<file path="src/rtl/morse_pkg.sv">
// Shared types and constants for the Morse letter sender.
package morse_pkg;

    typedef enum logic [1:0] {
        IDLE = 2'd0,
        ON   = 2'd1,
        GAP  = 2'd2,
        DONE = 2'd3
    } morse_state_e;

    localparam logic [1:0] DOT_UNITS  = 2'd1;
    localparam logic [1:0] DASH_UNITS = 2'd3;
    localparam logic [1:0] GAP_UNITS  = 2'd1;
    localparam logic [2:0] MAX_LEN    = 3'd4;

    // Letters never hold more than four symbols; longer requests play as four.
    function automatic logic [2:0] clamp_len(input logic [2:0] len);
        if (len > MAX_LEN) begin
            return MAX_LEN;
        end else begin
            return len;
        end
    endfunction

endpackage

</file>
<file path="src/rtl/morse_tick_gen.sv">
// Prescaler issuing one tick every TICK_DIV cycles, restartable by a synchronous clear.
module morse_tick_gen
    import morse_pkg::*;
#(
    parameter int unsigned TICK_DIV = 25_000_000
) (
    input  logic clk,
    input  logic rst_n,
    input  logic clear,
    output logic tick
);

    localparam int unsigned CW = $clog2(TICK_DIV + 1);
    localparam logic [CW-1:0] TERM = CW'(TICK_DIV - 1);

    logic [CW-1:0] cnt_r;

    // Count 0..TICK_DIV-1, wrapping on the terminal count.
    always_ff @(posedge clk or negedge rst_n) begin
        if (!rst_n) begin
            cnt_r <= '0;
        end else if (clear) begin
            cnt_r <= '0;
        end else if (cnt_r == TERM) begin
            cnt_r <= '0;
        end else begin
            cnt_r <= cnt_r + CW'(1);
        end
    end

    // Decoded from the count register only, so the FSM can use it to build clear.
    assign tick = (cnt_r == TERM);

endmodule

</file>
<file path="src/rtl/morse_sender_ctrl.sv">
// Plays one latched Morse letter on an LED: dots, dashes and inter-symbol gaps.
module morse_sender_ctrl
    import morse_pkg::*;
#(
    parameter int unsigned TICK_DIV = 25_000_000
) (
    input  logic       clk_i,
    input  logic       rst_ni,
    input  logic       start_i,
    input  logic [3:0] code_i,
    input  logic [2:0] len_i,
    output logic       led_o,
    output logic       busy_o,
    output logic       done_o
);

    morse_state_e state_r;
    morse_state_e next_state_s;
    logic [3:0]   code_r;
    logic [2:0]   len_r;
    logic [1:0]   idx_r;
    logic [1:0]   unit_r;
    logic [1:0]   sym_units_s;
    logic [2:0]   start_len_s;
    logic         tick_s;
    logic         clear_s;
    logic         last_sym_s;
    logic         led_r;
    logic         busy_r;
    logic         done_r;

    assign start_len_s = clamp_len(len_i);
    assign sym_units_s = code_r[idx_r] ? DASH_UNITS : DOT_UNITS;
    assign last_sym_s  = ({1'b0, idx_r} == (len_r - 3'd1));

    // Counters restart on every state entry so each state lasts exactly its unit count.
    assign clear_s = (next_state_s != state_r) || (state_r == IDLE);

    morse_tick_gen #(
        .TICK_DIV(TICK_DIV)
    ) u_tick_gen (
        .clk  (clk_i),
        .rst_n(rst_ni),
        .clear(clear_s),
        .tick (tick_s)
    );

    // Next-state decode.
    always_comb begin
        next_state_s = state_r;
        case (state_r)
            IDLE: begin
                if (start_i) begin
                    next_state_s = (start_len_s == 3'd0) ? DONE : ON;
                end else begin
                    next_state_s = IDLE;
                end
            end
            ON: begin
                if (tick_s && (unit_r == sym_units_s - 2'd1)) begin
                    next_state_s = last_sym_s ? DONE : GAP;
                end else begin
                    next_state_s = ON;
                end
            end
            GAP: begin
                if (tick_s && (unit_r == GAP_UNITS - 2'd1)) begin
                    next_state_s = ON;
                end else begin
                    next_state_s = GAP;
                end
            end
            DONE:    next_state_s = IDLE;
            default: next_state_s = IDLE;
        endcase
    end

    // State register.
    always_ff @(posedge clk_i or negedge rst_ni) begin
        if (!rst_ni) begin
            state_r <= IDLE;
        end else begin
            state_r <= next_state_s;
        end
    end

    // Letter latch, symbol index and unit counter.
    always_ff @(posedge clk_i or negedge rst_ni) begin
        if (!rst_ni) begin
            code_r <= 4'd0;
            len_r  <= 3'd0;
            idx_r  <= 2'd0;
            unit_r <= 2'd0;
        end else begin
            if ((state_r == IDLE) && start_i) begin
                code_r <= code_i;
                len_r  <= start_len_s;
                idx_r  <= 2'd0;
            end else if ((state_r == GAP) && (next_state_s == ON)) begin
                idx_r <= idx_r + 2'd1;
            end
            if (clear_s) begin
                unit_r <= 2'd0;
            end else if (tick_s) begin
                unit_r <= unit_r + 2'd1;
            end
        end
    end

    // Outputs registered from the next state so they line up with the state they describe.
    always_ff @(posedge clk_i or negedge rst_ni) begin
        if (!rst_ni) begin
            led_r  <= 1'b0;
            busy_r <= 1'b0;
            done_r <= 1'b0;
        end else begin
            led_r  <= (next_state_s == ON);
            busy_r <= (next_state_s == ON) || (next_state_s == GAP);
            done_r <= (next_state_s == DONE);
        end
    end

    assign led_o  = led_r;
    assign busy_o = busy_r;
    assign done_o = done_r;

endmodule

</file>
<file path="config.mk">
export PLATFORM = sky130hd
export DESIGN_NAME = morse_sender_ctrl
export DESIGN_NICKNAME = d
export VERILOG_FILES = /design/src/rtl/morse_pkg.sv /design/src/rtl/morse_tick_gen.sv /design/src/rtl/morse_sender_ctrl.sv
export SDC_FILE = /design/constraint.sdc
export NUM_CORES = 1
export LEC_CHECK = 0
export CAP_MARGIN = 20
export CORE_UTILIZATION = 35
export DETAILED_ROUTE_END_ITERATION = 12
export HOLD_SLACK_MARGIN = 0.06
export PLACE_DENSITY = 0.58
export SYNTH_ARGS = -nofsm -noshare
export SYNTH_HDL_FRONTEND = slang
export SYNTH_SLANG_ARGS = --single-unit
</file>
<file path="constraint.sdc">
create_clock -name clk_i -period 2.6 [get_ports clk_i]
set_input_delay 0.52 -clock clk_i [delete_from_list [all_inputs] [get_ports clk_i]]
set_output_delay 0.52 -clock clk_i [all_outputs]
set_load 0.005 [all_outputs]
</file>
==> results.txt, run 1 <==
----------------------------------------------------
[Run status]
  Outcome ... complete, no violations

[Clock network]
  CTS Sinks ... 41
  Maximum level of the CTS H-tree ... 2
  CTS root buf ... sky130_fd_sc_hd__clkbuf_8
  Clk pin slew, worst setup/hold paths ... 0.08 ns
  Clock Path Buffers ... 2
  Number of hold-repair buffers added at the cts stage ... 0
  CTS Buf Count ... 5
  Clock tree from TritonCTS ... yes
  Worst skew pair latency ... 0.29 ns

[Synth]
  Number of distinct library cells after synthesis ... 43
  Number of enable-type register cells in the synthesized netlist ... 0
  Share of synthesized flip-flops with an asynchronous set or reset ... 1.00
  Summed instance area of the synthesized netlist ... 2140 um2
  Synthesized flop and latch total ... 41
  Mapped Nets ... 220
  Warning count from the yosys run ... 0
  Most common flop cell mapped by yosys ... sky130_fd_sc_hd__dfrtp_1
  Sequential share of the synthesized area ... 0.479
  Mean instance size in the synthesized netlist ... 10.5 um2
  Synthesized netlist cell count ... 205

[STA]
  Setup-violating endpoint count in the final report ... 0
  Highest achievable clock rate ... 423 MHz
  Unrepaired setup endpoints after global routing ... no
  Fin crit share ... 0.910
  Remaining max-slew budget at the tightest pin ... 0.390
  Least-Margin Pin Slew ... 0.915 ns
  Clock skew ... 0.00642 ns
  Setup Total Neg Slack ... 0 ns
  Final Max Tran Viols ... 0
  Total count of hold-check failures in the final report ... 0
  Final hold slack ... 0.357 ns
  Post-route minimum period ... 2.37 ns

[Worst setup path]
  Critical setup path kind ... register to register
  Data arrival time of the worst path ... 2.54 ns
  Peak fanout along the critical path ... 4
  Crit start category ... register
  Data required time at the worst endpoint ... 2.78 ns
  Kind of end point of the critical path ... register

[Route]
  Number of vias after detailed routing ... 1479
  Via count normalized by instance count ... 4.93
  Initial DRC Count ... 104
  Number of optimization iterations in the first detailed-route pass ... 4
  Number of nets with antenna violations after routing ... 0
  DR DRC count ... 0
  Wire length per cell after detailed routing ... 13.6 um
  Detailed-route wire length ... 4090 um

[Global routing]
  Wire length of the first global-routing pass ... 7120 um
  Number of antenna violations at the first check in global routing ... 0
  Overall track demand over capacity in global routing ... 0.149
  Vias in the first global route ... 1461
  Overflow after GRT ... 0
  Maximum number of pins on one net before global-route repair ... 42

[Pwr]
  Cell leakage power ... 0.00112 uW
  Pwr Density ... 436 nW/um2
  Final Power ... 1070 uW
  VDD IR-drop max ... 0.000221 V

[Floorplanning]
  I/O pin cnt ... 13
  Die Ht ... 80.3 um
  Site row count ... 28
  Initial standard-cell utilization of the core ... 0.362
  Die Width ... 80.3 um
  Full die area ... 6440 um2
  Area of the placeable core ... 5920 um2

[Final layout]
  Count of antenna diodes in the layout ... 0
  Net count of the finished layout ... 239
  Number of standard cells in the layout, taps in and fillers out ... 300
  Share of final-layout standard cells stronger than drive strength 1 ... 0.133
  Fraction of the core area covered by cells at the end of the flow ... 0.413
  Layout area overhead ... 14.2%

[Placement]
  GPL Wtd Cong ... 0.803
  Cell total after placement ... 290
  Hpwl dp ... 2810 um
  Buffers added on ports ... 12

[Flow run]
  # Max-Cap Violations ... 0

[Hold path]
  Hold Crit Class ... input pin to async pin

----------------------------------------------------
worst paths after layout:
path	from	to	slack [ns]	cells after the start
max in group asynchronous	rst_ni	state_r[1]$_DFF_PN0_	1.67	1
min	rst_ni	u_tick_gen.cnt_r[19]$_DFF_PN0_	0.36	1
max reg2reg	u_tick_gen.cnt_r[0]$_DFF_PN0_	idx_r[0]$_DFFE_PN0P_	0.23	11
min in group clk_i	len_r[1]$_DFFE_PN0P_	len_r[1]$_DFFE_PN0P_	0.49	2
min reg2reg	len_r[1]$_DFFE_PN0P_	len_r[1]$_DFFE_PN0P_	0.49	2
max	u_tick_gen.cnt_r[0]$_DFF_PN0_	idx_r[0]$_DFFE_PN0P_	0.23	11
cells in the final DEF (no fill, tap or decap), types with 3 or more instances in the layout:
master,instances
sky130_fd_sc_hd__and2_1,3
sky130_fd_sc_hd__and3_1,6
sky130_fd_sc_hd__and4_1,4
sky130_fd_sc_hd__buf_4,7
sky130_fd_sc_hd__clkbuf_1,3
sky130_fd_sc_hd__clkbuf_8,5
sky130_fd_sc_hd__clkdlybuf4s50_1,11
sky130_fd_sc_hd__dfrtp_1,41
sky130_fd_sc_hd__ha_1,4
sky130_fd_sc_hd__inv_1,7
sky130_fd_sc_hd__mux2_2,5
sky130_fd_sc_hd__mux2i_1,3
sky130_fd_sc_hd__nand2_1,13
sky130_fd_sc_hd__nand2b_1,4
sky130_fd_sc_hd__nand3_1,13
sky130_fd_sc_hd__nand4_1,8
sky130_fd_sc_hd__nor2_1,28
sky130_fd_sc_hd__nor2b_1,3
sky130_fd_sc_hd__o21ai_0,4
sky130_fd_sc_hd__xnor2_1,5
sky130_fd_sc_hd__xor2_1,20
critical path, stage by stage (launching register included):
cell,delay (ns)
sky130_fd_sc_hd__dfrtp_1,0.40
sky130_fd_sc_hd__ha_1,0.22
sky130_fd_sc_hd__and2_1,0.20
sky130_fd_sc_hd__nand4_1,0.13
sky130_fd_sc_hd__buf_4,0.16
sky130_fd_sc_hd__nor3_2,0.31
sky130_fd_sc_hd__a211o_1,0.20
sky130_fd_sc_hd__o31ai_2,0.09
sky130_fd_sc_hd__ha_2,0.20
sky130_fd_sc_hd__nand2b_1,0.07
sky130_fd_sc_hd__mux2i_1,0.07
sky130_fd_sc_hd__a22o_2,0.22
cell families after synthesis:
logic type                 synth area share
muxes                                0.0508
buffers and inverters                0.0356
AOI/OAI and AO/OA                    0.0607
xor gates and xnor gates              0.110
DFF                                   0.479
and+or+nand+nor                       0.235
adders and majority gates            0.0292
routing by layer:
layer / vias to the layer above / share of wire / routed length [um] / global-route usage
met4: 0 / 0.021 / 86 / 0.0661
met5: - / 0 / 0 / 0
li1: 744 / - / - / -
met3: 6 / 0.031 / 128 / 0.0341
met2: 23 / 0.44 / 1790 / 0.201
met1: 706 / 0.51 / 2080 / 0.222
synthesized netlist by cell type (2+ instances only):
master | instances | area [um2]
sky130_fd_sc_hd__inv_1 | 7 | 26.3
sky130_fd_sc_hd__and2_1 | 3 | 18.8
sky130_fd_sc_hd__nand4_1 | 8 | 50.1
sky130_fd_sc_hd__mux2i_1 | 3 | 30.0
sky130_fd_sc_hd__buf_2 | 4 | 20.0
sky130_fd_sc_hd__nor2_1 | 28 | 105
sky130_fd_sc_hd__buf_6 | 2 | 22.5
sky130_fd_sc_hd__nor2b_1 | 3 | 18.8
sky130_fd_sc_hd__xor2_1 | 20 | 175
sky130_fd_sc_hd__dfrtp_1 | 41 | 1030
sky130_fd_sc_hd__mux2_2 | 5 | 56.3
sky130_fd_sc_hd__nand3_1 | 13 | 65.1
sky130_fd_sc_hd__ha_1 | 5 | 62.6
sky130_fd_sc_hd__a21oi_1 | 2 | 10.0
sky130_fd_sc_hd__and3_1 | 6 | 37.5
sky130_fd_sc_hd__xnor2_1 | 5 | 43.8
sky130_fd_sc_hd__and4_1 | 4 | 35.0
sky130_fd_sc_hd__nor4_1 | 2 | 12.5
sky130_fd_sc_hd__nand2b_1 | 4 | 25.0
sky130_fd_sc_hd__nand2_1 | 13 | 48.8
sky130_fd_sc_hd__a22oi_1 | 2 | 15.0
sky130_fd_sc_hd__o21ai_0 | 4 | 20.0
final cells by class:
class,count,area (um2)
fill,582,3470
inverter,7,26.3
clock buffer,8,80.1
timing repair buffer,19,168
multi-input combinational,150,1050
tap,75,93.8
sequential,41,1030
metrics by stage:
step	setup slack (ns)	instance area (um2)
2_1_floorplan	0.333	2140
3_3_place_gp	0.266	2340
3_5_place_dp	0.205	2340
4_1_cts	0.194	2420
5_1_grt	0.0322	2450
6_report	0.234	2450
sequential cells by signal (all words and copies together) (netlist names):
register,flops
busy_o,1
code_r,4
done_o,1
idx_r,2
led_o,1
len_r,3
state_r,2
u_tick_gen.cnt_r,25
unit_r,2
where the power goes:
part / internal (uW) / total [uW] / switching [uW]
Clock: 191 / 403 / 212
Sequential: 637 / 637 / 0
Combinational: 11.9 / 27.1 / 15.2
Total: 840 / 1070 / 227
repair_timing:
item                       CTS  global route
resized for setup            0             3
setup buffers                0             2
setup endpoints to repair    0             2
Power figures use the tool's default switching activity.
==> inputs of run 2 (changes only) <==
--- a/config.mk
+++ b/config.mk
@@ -7,9 +7,11 @@
 export LEC_CHECK = 0
 export CAP_MARGIN = 20
 export CORE_UTILIZATION = 35
+export CTS_CLUSTER_DIAMETER = 30
 export DETAILED_ROUTE_END_ITERATION = 12
 export HOLD_SLACK_MARGIN = 0.06
 export PLACE_DENSITY = 0.58
+export SLEW_MARGIN = 20
 export SYNTH_ARGS = -nofsm -noshare
 export SYNTH_HDL_FRONTEND = slang
 export SYNTH_SLANG_ARGS = --single-unit
==> constraint.sdc (replaced) <==
create_clock -name clk_i -period 2.6 [get_ports clk_i]
set_input_delay 0.52 -clock clk_i [delete_from_list [all_inputs] [get_ports clk_i]]
set_output_delay 0.52 -clock clk_i [all_outputs]
set_load 0.1 [all_outputs]
==> run 2 against run 1 <==
  * Sequential power barely moved
  * Fmax fell by 2.3%
  * Clock power barely moved
  * Count of clock-buffer cells in the layout fell by 2
  * Setup slack got worse by 0.055 ns
  * Critical endpoint is now idx_r[1]$_DFFE_PN0P_
==> results.txt, run 2 (synthesis gave the netlist of run 1 again) <==
----------------------------------------------------
[Run status]
  Outcome ... complete, no violations (unchanged)

[Route]
  DR DRC count ... 0 (unchanged)
  Wire length per cell after detailed routing ... 13.3 um (was 13.6 um)
  Number of nets with antenna violations after routing ... 0 (unchanged)
  Initial DRC Count ... 96 (was 104)
  Via count normalized by instance count ... 4.88 (was 4.93)
  Number of optimization iterations in the first detailed-route pass ... 4 (unchanged)
  Detailed-route wire length ... 4030 um (was 4090 um)
  Number of vias after detailed routing ... 1478 (was 1479)

[Pwr]
  Relative contribution of the clock network to total power ... 0.376 (was 0.377)
  P_sw ... 229 uW (was 227 uW)
  VDD IR-drop max ... 0.000205 V (was 0.000221 V)
  P_int ... 835 uW (was 840 uW)
  Pwr Density ... 434 nW/um2 (was 436 nW/um2)
  Power share of the sequential group ... 0.598 (was 0.597)
  Cell leakage power ... 0.00114 uW (was 0.00112 uW)
  Share of total power in combinational logic ... 0.025 (about the same)
  Switching power as a share of total power ... 0.216 (was 0.213)

[Worst setup path]
  Data arrival time of the worst path ... 2.63 ns (was 2.54 ns)
  Kind of end point of the critical path ... register (unchanged)
  Crit start category ... register (unchanged)
  Peak fanout along the critical path ... 4 (unchanged)
  Critical setup path kind ... register to register (unchanged)
  Data required time at the worst endpoint ... 2.81 ns (was 2.78 ns)

[Placement]
  Placement Setup Slack ... 0.181 ns (was 0.205 ns)
  Buffers added on ports ... 12 (unchanged)
  GPL Wtd Cong ... 0.769 (was 0.803)
  Hpwl dp ... 2760 um (was 2810 um)

[Global routing]
  Vias in the first global route ... 1427 (was 1461)
  Global-route track usage on met1 ... 0.202 (was 0.222)
  Overflow after GRT ... 0 (unchanged)
  Number of antenna violations at the first check in global routing ... 0 (unchanged)
  Overall track demand over capacity in global routing ... 0.139 (was 0.149)
  Busiest grt layer ... met2 (was met1)
  Maximum number of pins on one net before global-route repair ... 42 (unchanged)
  Routing usage on met2 ... 0.205 (was 0.201)
  Met3 track demand over resource ... 0.0318 (was 0.0341)
  Wire length of the first global-routing pass ... 6800 um (was 7120 um)

[Clock network]
  Number of hold-repair buffers added at the cts stage ... 0 (unchanged)
  Clock tree from TritonCTS ... yes (unchanged)
  Clock Path Buffers ... 2 (unchanged)
  Worst skew pair latency ... 0.29 ns (about the same)
  Maximum level of the CTS H-tree ... 2 (unchanged)
  CTS root buf ... sky130_fd_sc_hd__clkbuf_8 (unchanged)
  Clk pin slew, worst setup/hold paths ... 0.08 ns (about the same)
  CTS Buf Count ... 5 (unchanged)
  CTS Sinks ... 41 (unchanged)

[Final layout]
  Share of final-layout standard cells stronger than drive strength 1 ... 0.158 (was 0.133)
  Largest registers ... u_tick_gen.cnt_r x25, code_r x4, len_r x3 (unchanged)
  Commonest cells after routing, fill and taps aside ... sky130_fd_sc_hd__dfrtp_1, sky130_fd_sc_hd__nor2_1, sky130_fd_sc_hd__xor2_1 (unchanged)
  Flip-flop count of the largest register after layout ... 25 (unchanged)
  Reg area ... 1030 um2 (unchanged)
  Top reg by flops ... u_tick_gen.cnt_r (unchanged)
  Area of the multi-input gates ... 1040 um2 (was 1050 um2)
  Count of antenna diodes in the layout ... 0 (unchanged)
  Fillers ... 579 (was 582)
  Most common library cell in the layout ignoring fill and taps ... sky130_fd_sc_hd__dfrtp_1 (unchanged)
  Layout area overhead ... 14.5% (was 14.2%)
  Net count of the finished layout ... 242 (was 239)

[Flow run]
  # Max-Cap Violations ... 0 (unchanged)

[STA]
  Final Max Tran Viols ... 0 (unchanged)
  Post-route minimum period ... 2.42 ns (was 2.37 ns)
  Clock skew ... 0.00440 ns (was 0.00642 ns)
  Fin crit share ... 0.931 (was 0.910)
  Total count of hold-check failures in the final report ... 0 (unchanged)
  Setup Total Neg Slack ... 0 ns (unchanged)
  Fin worst setup slack ... 0.179 ns (was 0.234 ns)
  Least-Margin Pin Slew ... 0.905 ns (was 0.915 ns)
  Remaining max-slew budget at the tightest pin ... 0.397 (was 0.390)
  Setup-violating endpoint count in the final report ... 0 (unchanged)
  Highest achievable clock rate ... 413 MHz (was 423 MHz)

[Floorplanning]
  I/O pin cnt ... 13 (unchanged)
  Initial standard-cell utilization of the core ... 0.362 (unchanged)
  Area of the placeable core ... 5920 um2 (unchanged)
  Full die area ... 6440 um2 (unchanged)
  Die Ht ... 80.3 um (unchanged)
  Site row count ... 28 (unchanged)
  Die Width ... 80.3 um (unchanged)

[Hold path]
  Hold Crit Class ... input pin to async pin (unchanged)

----------------------------------------------------
==> run 2: worst max-delay path, cell delays in order (launching register included) <==
cell and delay, ns:
sky130_fd_sc_hd__dfrtp_1 0.38, sky130_fd_sc_hd__mux4_2 0.54, sky130_fd_sc_hd__xnor2_2 0.19, sky130_fd_sc_hd__nor3_2 0.10
sky130_fd_sc_hd__a211o_1 0.30, sky130_fd_sc_hd__o31ai_1 0.12, sky130_fd_sc_hd__ha_2 0.30, sky130_fd_sc_hd__nand2_1 0.07
sky130_fd_sc_hd__nor3_1 0.13, sky130_fd_sc_hd__a21oi_1 0.05, sky130_fd_sc_hd__o21ai_0 0.15
==> run 2: through the flow <==
stage	hold slack, ns	utilization	instance area [um2]	total power [uW]	instances
detailed placement	0.476	0.394	2330	678	290
CTS	0.400	0.408	2410	1080	298
global placement	0.468	0.394	2330	678	290
finish	0.350	0.415	2450	1060	303
global route	0.446	0.415	2450	1110	303
floorplan	0.224	-	2140	651	205
==> run 2: repair_timing <==
item	CTS	global route
endpoints found under the setup margin	0	2
setup buffers	0	5
endpoints found under the hold margin	0	0
resized for setup	0	1
==> run 2: power by group through the flow <==
stage	clock network, uW	registers, uW	logic [uW]
2_1_floorplan	0	650	1.18
3_3_place_gp	0	650	28.3
3_5_place_dp	0	650	28.4
4_1_cts	418	637	28.6
5_1_grt	441	637	31.4
6_report	400	637	27.0
==> run 2: final timing paths <==
check	from	endpoint	slack, ns	depth (start not counted)
setup / recovery	idx_r[0]$_DFFE_PN0P_	idx_r[1]$_DFFE_PN0P_	0.18	10
hold / removal	rst_ni	u_tick_gen.cnt_r[17]$_DFF_PN0_	0.35	1
setup reg to reg	idx_r[0]$_DFFE_PN0P_	idx_r[1]$_DFFE_PN0P_	0.18	10
hold reg to reg	len_r[1]$_DFFE_PN0P_	len_r[1]$_DFFE_PN0P_	0.49	2
max in group asynchronous	rst_ni	u_tick_gen.cnt_r[20]$_DFF_PN0_	1.67	1
min in group clk_i	len_r[1]$_DFFE_PN0P_	len_r[1]$_DFFE_PN0P_	0.49	2
==> run 2: cell type report <==
class,count,share of cell area
Multi-Input combinational cell,150,0.425
Sequential cell,41,0.418
Timing Repair Buffer,22,0.0744
Tap cell,75,0.0382
Clock buffer,6,0.0296
Inverter,7,0.0107
Clock inverter,2,0.00408
==> run 2: routing by layer <==
metal	part of all wire	wire, um	vias to the layer above
li1	-	-	750
met1	0.51	2060	700
met2	0.44	1770	22
met3	0.035	140	6
met4	0.014	57	0
met5	0	0	-
==> inputs of run 3 (changes only) <==
--- a/config.mk
+++ b/config.mk
@@ -11,7 +11,6 @@
 export DETAILED_ROUTE_END_ITERATION = 12
 export HOLD_SLACK_MARGIN = 0.06
 export PLACE_DENSITY = 0.58
-export SLEW_MARGIN = 20
 export SYNTH_ARGS = -nofsm -noshare
 export SYNTH_HDL_FRONTEND = slang
 export SYNTH_SLANG_ARGS = --single-unit
==> results of run 3 <==
Same layout as run 2: the final DEF is identical, and so are final timing and power.
